[config.mk]
export PLATFORM = sky130hd
export DESIGN_NAME = uart_cmd_parser
export DESIGN_NICKNAME = d
export VERILOG_FILES = /design/src/rtl/uart_cmd_pkg.sv /design/src/rtl/uart_cmd_resp_tx.sv /design/src/rtl/uart_cmd_parser.sv
export SDC_FILE = /design/constraint.sdc
export NUM_CORES = 1
export LEC_CHECK = 0
export CORE_ASPECT_RATIO = 2
export CORE_MARGIN = 4
export CORE_UTILIZATION = 45
export DETAILED_ROUTE_END_ITERATION = 10
export PLACE_DENSITY_LB_ADDON = 0.12
export SLEW_MARGIN = 25
export SYNTH_ARGS = -nofsm -noshare
export SYNTH_HDL_FRONTEND = slang
export SYNTH_HIERARCHICAL = 1
export SYNTH_SLANG_ARGS = --single-unit
export TNS_END_PERCENT = 5
[constraint.sdc]
create_clock -name clk -period 3.5 [get_ports clk]
set_input_delay 0.35 -clock clk [delete_from_list [all_inputs] [get_ports clk]]
set_output_delay 0.35 -clock clk [all_outputs]
set_load 0.005 [all_outputs]
[src/rtl/uart_cmd_pkg.sv]
// Shared definitions for the UART command parser: FSM state encoding,
// ASCII constants and hex/ASCII conversion helpers.
package uart_cmd_pkg;

    typedef enum logic [2:0] {
        S_ADDR = 3'd0,
        S_CMD  = 3'd1,
        S_DATA = 3'd2,
        S_EOL  = 3'd3,
        S_EXEC = 3'd4,
        S_RD   = 3'd5,
        S_RESP = 3'd6,
        S_DISC = 3'd7
    } state_t;

    localparam logic [7:0] ASCII_LF = 8'h0A;
    localparam logic [7:0] ASCII_CR = 8'h0D;
    localparam logic [7:0] ASCII_O  = 8'h4F;
    localparam logic [7:0] ASCII_K  = 8'h4B;

    function automatic logic is_hex(input logic [7:0] c);
        return ((c >= 8'h30) && (c <= 8'h39)) ||
               ((c >= 8'h41) && (c <= 8'h46)) ||
               ((c >= 8'h61) && (c <= 8'h66));
    endfunction

    // Letters of either case have bit 6 set and low nibble 1..6.
    function automatic logic [3:0] hex_to_nib(input logic [7:0] c);
        if (c[6]) begin
            return c[3:0] + 4'd9;
        end else begin
            return c[3:0];
        end
    endfunction

    function automatic logic [7:0] nib_to_hex(input logic [3:0] n);
        if (n < 4'd10) begin
            return {4'h3, n};
        end else begin
            return 8'h57 + {4'h0, n};
        end
    endfunction

endpackage

[src/rtl/uart_cmd_resp_tx.sv]
// Response byte sequencer: emits a read word as lowercase hex plus LF,
// or the write acknowledge "OK\n", over a valid/ready byte interface.
module uart_cmd_resp_tx
    import uart_cmd_pkg::*;
#(
    parameter int DATA_NIB = 4
) (
    input  logic                  clk,
    input  logic                  rst_n,
    input  logic                  start_rd,
    input  logic                  start_ack,
    input  logic [4*DATA_NIB-1:0] rd_word,
    input  logic                  tx_ready,
    output logic [7:0]            tx_data,
    output logic                  tx_valid,
    output logic                  done
);

    localparam int DW    = 4 * DATA_NIB;
    localparam int IDX_W = $clog2(DATA_NIB + 2);
    localparam logic [IDX_W-1:0] IDX_ZERO = {IDX_W{1'b0}};
    localparam logic [IDX_W-1:0] IDX_ONE  = IDX_W'(1);
    localparam logic [IDX_W-1:0] HEX_LAST = IDX_W'(DATA_NIB - 1);
    localparam logic [IDX_W-1:0] RD_LAST  = IDX_W'(DATA_NIB);
    localparam logic [IDX_W-1:0] ACK_LAST = IDX_W'(2);

    logic [7:0]       tx_data_r;
    logic             tx_valid_r;
    logic [IDX_W-1:0] idx_r;
    logic [DW-1:0]    word_r;
    logic             ack_mode_r;
    logic [7:0]       next_byte_s;
    logic             hs_s;
    logic             last_s;

    assign hs_s   = tx_valid_r & tx_ready;
    assign last_s = ack_mode_r ? (idx_r == ACK_LAST) : (idx_r == RD_LAST);
    assign done   = hs_s & last_s;

    assign tx_data  = tx_data_r;
    assign tx_valid = tx_valid_r;

    // Byte that follows the one currently on tx_data.
    always_comb begin
        next_byte_s = ASCII_LF;
        if (ack_mode_r) begin
            if (idx_r == IDX_ZERO) begin
                next_byte_s = ASCII_K;
            end else begin
                next_byte_s = ASCII_LF;
            end
        end else begin
            if (idx_r < HEX_LAST) begin
                next_byte_s = nib_to_hex(word_r[DW-1 -: 4]);
            end else begin
                next_byte_s = ASCII_LF;
            end
        end
    end

    // Sequencer state; word_r always holds the next nibble at its top.
    always_ff @(posedge clk or negedge rst_n) begin
        if (!rst_n) begin
            tx_data_r  <= 8'h00;
            tx_valid_r <= 1'b0;
            idx_r      <= IDX_ZERO;
            word_r     <= {DW{1'b0}};
            ack_mode_r <= 1'b0;
        end else if (start_rd) begin
            tx_data_r  <= nib_to_hex(rd_word[DW-1 -: 4]);
            tx_valid_r <= 1'b1;
            idx_r      <= IDX_ZERO;
            word_r     <= rd_word << 3'd4;
            ack_mode_r <= 1'b0;
        end else if (start_ack) begin
            tx_data_r  <= ASCII_O;
            tx_valid_r <= 1'b1;
            idx_r      <= IDX_ZERO;
            ack_mode_r <= 1'b1;
        end else if (hs_s) begin
            if (last_s) begin
                tx_valid_r <= 1'b0;
                tx_data_r  <= 8'h00;
            end else begin
                tx_data_r <= next_byte_s;
                idx_r     <= idx_r + IDX_ONE;
                word_r    <= word_r << 3'd4;
            end
        end
    end

endmodule

[src/rtl/uart_cmd_parser.sv]
// ASCII register-access command parser ("AAAAWDDDD\n" / "AAAAR\n").
// Define UART_CMD_WR_ACK_EN to answer each write with "OK\n".
module uart_cmd_parser
    import uart_cmd_pkg::*;
#(
    parameter int         ADDR_NIB = 4,
    parameter int         DATA_NIB = 4,
    parameter logic [7:0] WR_CHAR  = 8'h57,
    parameter logic [7:0] RD_CHAR  = 8'h52
) (
    input  logic                  clk,
    input  logic                  rst_n,
    input  logic [7:0]            rx_data,
    input  logic                  rx_valid,
    output logic                  reg_wr_en,
    output logic [4*ADDR_NIB-1:0] reg_wr_addr,
    output logic [4*DATA_NIB-1:0] reg_wr_data,
    output logic                  reg_rd_en,
    output logic [4*ADDR_NIB-1:0] reg_rd_addr,
    input  logic [4*DATA_NIB-1:0] reg_rd_data,
    output logic [7:0]            tx_data,
    output logic                  tx_valid,
    input  logic                  tx_ready,
    output logic                  cmd_err
);

    localparam int AW      = 4 * ADDR_NIB;
    localparam int DW      = 4 * DATA_NIB;
    localparam int MAX_NIB = (ADDR_NIB > DATA_NIB) ? ADDR_NIB : DATA_NIB;
    localparam int CNT_W   = $clog2(MAX_NIB + 1);
    localparam logic [CNT_W-1:0] CNT_ZERO  = {CNT_W{1'b0}};
    localparam logic [CNT_W-1:0] CNT_ONE   = CNT_W'(1);
    localparam logic [CNT_W-1:0] ADDR_LAST = CNT_W'(ADDR_NIB - 1);
    localparam logic [CNT_W-1:0] DATA_LAST = CNT_W'(DATA_NIB - 1);

`ifdef UART_CMD_WR_ACK_EN
    localparam logic ACK_EN = 1'b1;
`else
    localparam logic ACK_EN = 1'b0;
`endif

    state_t           state_r, state_nxt_s;
    logic [CNT_W-1:0] cnt_r, cnt_nxt_s;
    logic [AW-1:0]    addr_sh_r, addr_sh_nxt_s;
    logic [DW-1:0]    data_sh_r, data_sh_nxt_s;
    logic             is_wr_r, is_wr_nxt_s;
    logic [AW-1:0]    wr_addr_r, wr_addr_nxt_s;
    logic [DW-1:0]    wr_data_r, wr_data_nxt_s;
    logic [AW-1:0]    rd_addr_r, rd_addr_nxt_s;
    logic             wr_en_r, wr_en_nxt_s;
    logic             rd_en_r, rd_en_nxt_s;
    logic             err_r, err_nxt_s;
    logic             start_rd_s, start_ack_s, resp_done_s;
    logic             acc_s, is_lf_s, is_hex_s;
    logic [3:0]       nib_s;

    // CR is transparent everywhere, so it never counts as an accepted byte.
    assign acc_s    = rx_valid && (rx_data != ASCII_CR);
    assign is_lf_s  = (rx_data == ASCII_LF);
    assign is_hex_s = is_hex(rx_data);
    assign nib_s    = hex_to_nib(rx_data);

    assign reg_wr_en   = wr_en_r;
    assign reg_wr_addr = wr_addr_r;
    assign reg_wr_data = wr_data_r;
    assign reg_rd_en   = rd_en_r;
    assign reg_rd_addr = rd_addr_r;
    assign cmd_err     = err_r;

    // Next-state and datapath decode for the frame parser.
    always_comb begin
        state_nxt_s   = state_r;
        cnt_nxt_s     = cnt_r;
        addr_sh_nxt_s = addr_sh_r;
        data_sh_nxt_s = data_sh_r;
        is_wr_nxt_s   = is_wr_r;
        wr_addr_nxt_s = wr_addr_r;
        wr_data_nxt_s = wr_data_r;
        rd_addr_nxt_s = rd_addr_r;
        wr_en_nxt_s   = 1'b0;
        rd_en_nxt_s   = 1'b0;
        err_nxt_s     = 1'b0;
        start_rd_s    = 1'b0;
        start_ack_s   = 1'b0;

        case (state_r)
            S_ADDR: begin
                if (acc_s) begin
                    if (is_lf_s) begin
                        err_nxt_s = (cnt_r != CNT_ZERO);
                        cnt_nxt_s = CNT_ZERO;
                    end else if (is_hex_s) begin
                        addr_sh_nxt_s = (addr_sh_r << 3'd4) | AW'(nib_s);
                        if (cnt_r == ADDR_LAST) begin
                            cnt_nxt_s   = CNT_ZERO;
                            state_nxt_s = S_CMD;
                        end else begin
                            cnt_nxt_s = cnt_r + CNT_ONE;
                        end
                    end else begin
                        err_nxt_s   = 1'b1;
                        cnt_nxt_s   = CNT_ZERO;
                        state_nxt_s = S_DISC;
                    end
                end else begin
                    state_nxt_s = S_ADDR;
                end
            end
            S_CMD: begin
                if (acc_s) begin
                    if (rx_data == WR_CHAR) begin
                        is_wr_nxt_s = 1'b1;
                        cnt_nxt_s   = CNT_ZERO;
                        state_nxt_s = S_DATA;
                    end else if (rx_data == RD_CHAR) begin
                        is_wr_nxt_s = 1'b0;
                        state_nxt_s = S_EOL;
                    end else if (is_lf_s) begin
                        err_nxt_s   = 1'b1;
                        cnt_nxt_s   = CNT_ZERO;
                        state_nxt_s = S_ADDR;
                    end else begin
                        err_nxt_s   = 1'b1;
                        state_nxt_s = S_DISC;
                    end
                end else begin
                    state_nxt_s = S_CMD;
                end
            end
            S_DATA: begin
                if (acc_s) begin
                    if (is_hex_s) begin
                        data_sh_nxt_s = (data_sh_r << 3'd4) | DW'(nib_s);
                        if (cnt_r == DATA_LAST) begin
                            cnt_nxt_s   = CNT_ZERO;
                            state_nxt_s = S_EOL;
                        end else begin
                            cnt_nxt_s = cnt_r + CNT_ONE;
                        end
                    end else if (is_lf_s) begin
                        err_nxt_s   = 1'b1;
                        cnt_nxt_s   = CNT_ZERO;
                        state_nxt_s = S_ADDR;
                    end else begin
                        err_nxt_s   = 1'b1;
                        cnt_nxt_s   = CNT_ZERO;
                        state_nxt_s = S_DISC;
                    end
                end else begin
                    state_nxt_s = S_DATA;
                end
            end
            S_EOL: begin
                if (acc_s) begin
                    if (is_lf_s) begin
                        if (is_wr_r) begin
                            wr_en_nxt_s   = 1'b1;
                            wr_addr_nxt_s = addr_sh_r;
                            wr_data_nxt_s = data_sh_r;
                        end else begin
                            rd_en_nxt_s   = 1'b1;
                            rd_addr_nxt_s = addr_sh_r;
                        end
                        state_nxt_s = S_EXEC;
                    end else begin
                        err_nxt_s   = 1'b1;
                        state_nxt_s = S_DISC;
                    end
                end else begin
                    state_nxt_s = S_EOL;
                end
            end
            S_EXEC: begin
                err_nxt_s = acc_s;
                if (is_wr_r) begin
                    if (ACK_EN) begin
                        start_ack_s = 1'b1;
                        state_nxt_s = S_RESP;
                    end else begin
                        state_nxt_s = S_ADDR;
                    end
                end else begin
                    state_nxt_s = S_RD;
                end
            end
            S_RD: begin
                // reg_rd_data is valid now, one cycle after reg_rd_en.
                err_nxt_s   = acc_s;
                start_rd_s  = 1'b1;
                state_nxt_s = S_RESP;
            end
            S_RESP: begin
                err_nxt_s = acc_s;
                if (resp_done_s) begin
                    state_nxt_s = S_ADDR;
                end else begin
                    state_nxt_s = S_RESP;
                end
            end
            S_DISC: begin
                if (acc_s && is_lf_s) begin
                    cnt_nxt_s   = CNT_ZERO;
                    state_nxt_s = S_ADDR;
                end else begin
                    state_nxt_s = S_DISC;
                end
            end
            default: begin
                cnt_nxt_s   = CNT_ZERO;
                state_nxt_s = S_ADDR;
            end
        endcase
    end

    // Parser state, captured fields and registered strobes.
    always_ff @(posedge clk or negedge rst_n) begin
        if (!rst_n) begin
            state_r   <= S_ADDR;
            cnt_r     <= CNT_ZERO;
            addr_sh_r <= {AW{1'b0}};
            data_sh_r <= {DW{1'b0}};
            is_wr_r   <= 1'b0;
            wr_addr_r <= {AW{1'b0}};
            wr_data_r <= {DW{1'b0}};
            rd_addr_r <= {AW{1'b0}};
            wr_en_r   <= 1'b0;
            rd_en_r   <= 1'b0;
            err_r     <= 1'b0;
        end else begin
            state_r   <= state_nxt_s;
            cnt_r     <= cnt_nxt_s;
            addr_sh_r <= addr_sh_nxt_s;
            data_sh_r <= data_sh_nxt_s;
            is_wr_r   <= is_wr_nxt_s;
            wr_addr_r <= wr_addr_nxt_s;
            wr_data_r <= wr_data_nxt_s;
            rd_addr_r <= rd_addr_nxt_s;
            wr_en_r   <= wr_en_nxt_s;
            rd_en_r   <= rd_en_nxt_s;
            err_r     <= err_nxt_s;
        end
    end

    uart_cmd_resp_tx #(
        .DATA_NIB (DATA_NIB)
    ) u_resp_tx (
        .clk       (clk),
        .rst_n     (rst_n),
        .start_rd  (start_rd_s),
        .start_ack (start_ack_s),
        .rd_word   (reg_rd_data),
        .tx_ready  (tx_ready),
        .tx_data   (tx_data),
        .tx_valid  (tx_valid),
        .done      (resp_done_s)
    );

endmodule

==> run metrics <==
outcome=finished with violations; failing checks=hold timing; num ports=between 80 and 90; Max-cap violations=0; global-route wire length before repair=19300 um; Power Density=a little over 600 mW/mm^2; remaining global-route overflow=0; number of port buffers=between 80 and 90; Post-Synth Simple-Gate Area=0.128; Setup TNS=0 ns; clk buf depth=2; vias per std cell=5.39; asr flop ratio synth=1.00; register area share after synthesis=0.526; Antenna Violating Nets Remaining=0; Hold Path Class=in -> async; most frequent cells in the layout=dfrtp_1 (114), clkdlybuf4s50_1 (85), mux2_2 (81), nand2_1 (31), nor2_1 (23); slowest CP cell=dfrtp_1; Initial Util=0.461; vias in the first global route=a little under 4000; period utilisation layout=0.744; CTS buffer count=17; placed insts=between 600 and 700; multiplexer share of the synthesized area=0.187; CP max FO=15; Post-CTS Hold Buffers=0; clk_lat worst skew=around 0.41 ns; initial antenna violation count=0; Slew @ Worst Pin=roughly 0.94 ns; Final Hold Viols=59; ant diodes=0; setup bufs post-CTS=0; Max Clk Rate=384 MHz; Peak VDD IR=between 0.0004 and 0.0005 V; row count=56; DRC viols=0; fin cells=around 700; max_slew headroom=0.367; CORE AREA=about 0.012 mm^2; Clk pin slew, worst setup/hold paths=around 0.060 ns; layout cells sized above 1=0.247; post-synthesis xor/xnor area fraction=0.0113; die area=about 0.014 mm^2; CP endpoint kind=flip-flop; Fill cells=just under 1000; pin count of the biggest net entering global routing=between 70 and 80; Post-DP HPWL=about 8400 um; CTS tree=built; clk root buf=clkbuf_16; 1st-pass router iterations=4; number of synthesized flops with an enable pin=0; adder-cell area share of the yosys netlist=0.0254; hold_ws=-0.0481 ns; clock skew=0.00852 ns; CP peak stage delay=around 0.7 ns; largest family of logic cells by synthesized area=multiplexers; Routed WL=11500 um; die span in x=between 80 and 90 um; nets@finish=about 570; H-tree lvl count=4; Avg Cell Area, Syn=between 10 and 15 um^2; Seq cells post-synth=114; CP Class=reg -> reg; Vias=around 3700; Synth cell types=60; post-CTS resize count=0; Leak Pwr=3.19 nW; DR WL/cell=16.6 um; Final setup viols=0; cells after synthesis=439; height of the chip=163 um; post-synthesis cell area=between 0.005 and 0.006 mm^2; gpl congestion=0.872; crit path DAT=between 2 and 3 ns; Max Slew Vio Count=0; Top FF cell, synth=dfrtp_1; All-Layer GR Usage=0.177; unrepaired setup endpoints after global routing=false; Final min period=2.60 ns; # clock sinks=roughly 110; Area growth, synth to finish=28.8%; CP required=approximately 3.8 ns; YS warnings=6; most common cell after layout, fill and taps aside=dfrtp_1; initial DRC count=87; compound-cell area share of the yosys netlist=0.0849; crit-path cells=nor2b_1 -> and2_1 -> or2_1 -> a21oi_1 -> a22o_1 -> nor2_1; crit path launch type=flip-flop
synthesized netlist by cell type (2+ instances only):
master     number  area [um^2]
o21ai_0         9         45.0
xor2_1          2         17.5
buf_2           4         20.0
clkbuf_8        2         27.5
dfrtp_1       114         2850
nand3_4         2         35.0
nor2_1         23         86.3
and3_1          4         25.0
clkbuf_1        6         22.5
nor4b_1         4         35.0
a21boi_0        4         30.0
and2_2          3         22.5
nor4bb_4        2         50.1
nand2b_1        4         25.0
a22o_1          3         26.3
nor3b_4         2         37.5
o22ai_1         3         18.8
a21oi_1        21          105
xnor2_1         5         43.8
nor3_1          3         15.0
nand3_1        10         50.1
ha_1           11          138
a2111oi_0       2         17.5
a221oi_1        2         17.5
a31oi_1         2         12.5
and2_1          3         18.8
inv_1          16         60.1
mux2_2         81          912
conb_1          2         7.51
nand2_1        31          116
nor2b_1         3         18.8
o211ai_1        4         30.0
mux2i_1        10          100
nor4_4          2         42.5
o21ai_1         9         45.0
a211oi_1        2         15.0
nor4b_4         2         47.6
a41oi_1         2         17.5
buf_6           4         45.0
path summary, 6_finish.rpt:
kind | from | to | slack, ns | cells after the start
min in group clk | reg_rd_data[3] | u_resp_tx/word_r[7]$_DFFE_PN0P_ | 0.49 | 3
hold / removal | rst_n | reg_wr_addr[14]$_DFFE_PN0P_ | -0.05 | 1
setup / recovery | state_r[1]$_DFFE_PN0P_ | u_resp_tx/tx_data[0]$_DFFE_PN0P_ | 0.90 | 6
hold reg to reg | data_sh_r[15]$_DFFE_PN0P_ | reg_wr_data[15]$_DFFE_PN0P_ | 0.50 | 1
max in group asynchronous | rst_n | u_resp_tx/tx_data[1]$_DFFE_PN0P_ | 2.76 | 2
setup reg to reg | state_r[1]$_DFFE_PN0P_ | u_resp_tx/tx_data[0]$_DFFE_PN0P_ | 0.90 | 6
area by class of cell:
cell class / instances / area [um^2] / share of cell area
Inverter: 16 / 60.1 / 0.00860
Clock inverter: 13 / 153 / 0.0219
Tap cell: 145 / 181 / 0.0260
Multi-Input combinational cell: 294 / 2390 / 0.342
Timing Repair Buffer: 90 / 892 / 0.128
Clock buffer: 19 / 453 / 0.0649
Sequential cell: 114 / 2850 / 0.409
per-layer routing:
metal	part of all wire	track usage
met1	0.36	0.176
met4	0.025	0.0807
met3	0.044	0.0439
met2	0.57	0.336
met5	0	0
state kept, by name (all words and copies together) (netlist names):
register and count:
addr_sh_r 16, data_sh_r 16, reg_rd_addr 16, reg_wr_addr 16
reg_wr_data 16, u_resp_tx/word_r 12, u_resp_tx/tx_data 7, cnt_r 3
state_r 3, u_resp_tx/idx_r 3, cmd_err 1, is_wr_r 1
reg_rd_en 1, reg_wr_en 1, u_resp_tx/ack_mode_r 1, u_resp_tx/tx_valid 1
per-stage QoR:
step            util  setup slack, ns  area [um^2]  total power [mW]  hold slack (ns)
3_5_place_dp   0.541            0.706         6370              2.51            0.492
3_3_place_gp   0.541            0.771         6370              2.48            0.487
2_1_floorplan      -             1.40         5440              2.20           0.0544
6_report       0.593            0.897         6980              4.22          -0.0481
4_1_cts        0.593            0.961         6980              4.27            0.115
5_1_grt        0.593            0.722         6980              4.45          0.00244
logic make-up (layout without fill, tap and decap cells):
group                      Yosys count  in the layout
adders and majority gates           11             11
DFF                                114            114
AOI/OAI and AO/OA                   72             72
buffers and inverters               35            138
and+or+nand+nor                    107            107
muxes                               91             91
xor gates and xnor gates             7              7
other                                2              6
worst max-delay path: cells and delay by family, from the launching register on:
| family | cells | cell delay (ns) |
|---|---|---|
| simple gates | 4 | 1.02 |
| flops | 1 | 0.72 |
| compound gates | 2 | 0.72 |
power breakdown:
group | switching, mW | internal [mW] | total [mW]
registers | 0.209 | 1.48 | 1.69
logic | 0.414 | 0.388 | 0.802
clock network | 0.631 | 1.10 | 1.73
total | 1.25 | 2.97 | 4.22
No activity file was read; power rests on OpenSTA's default activity.
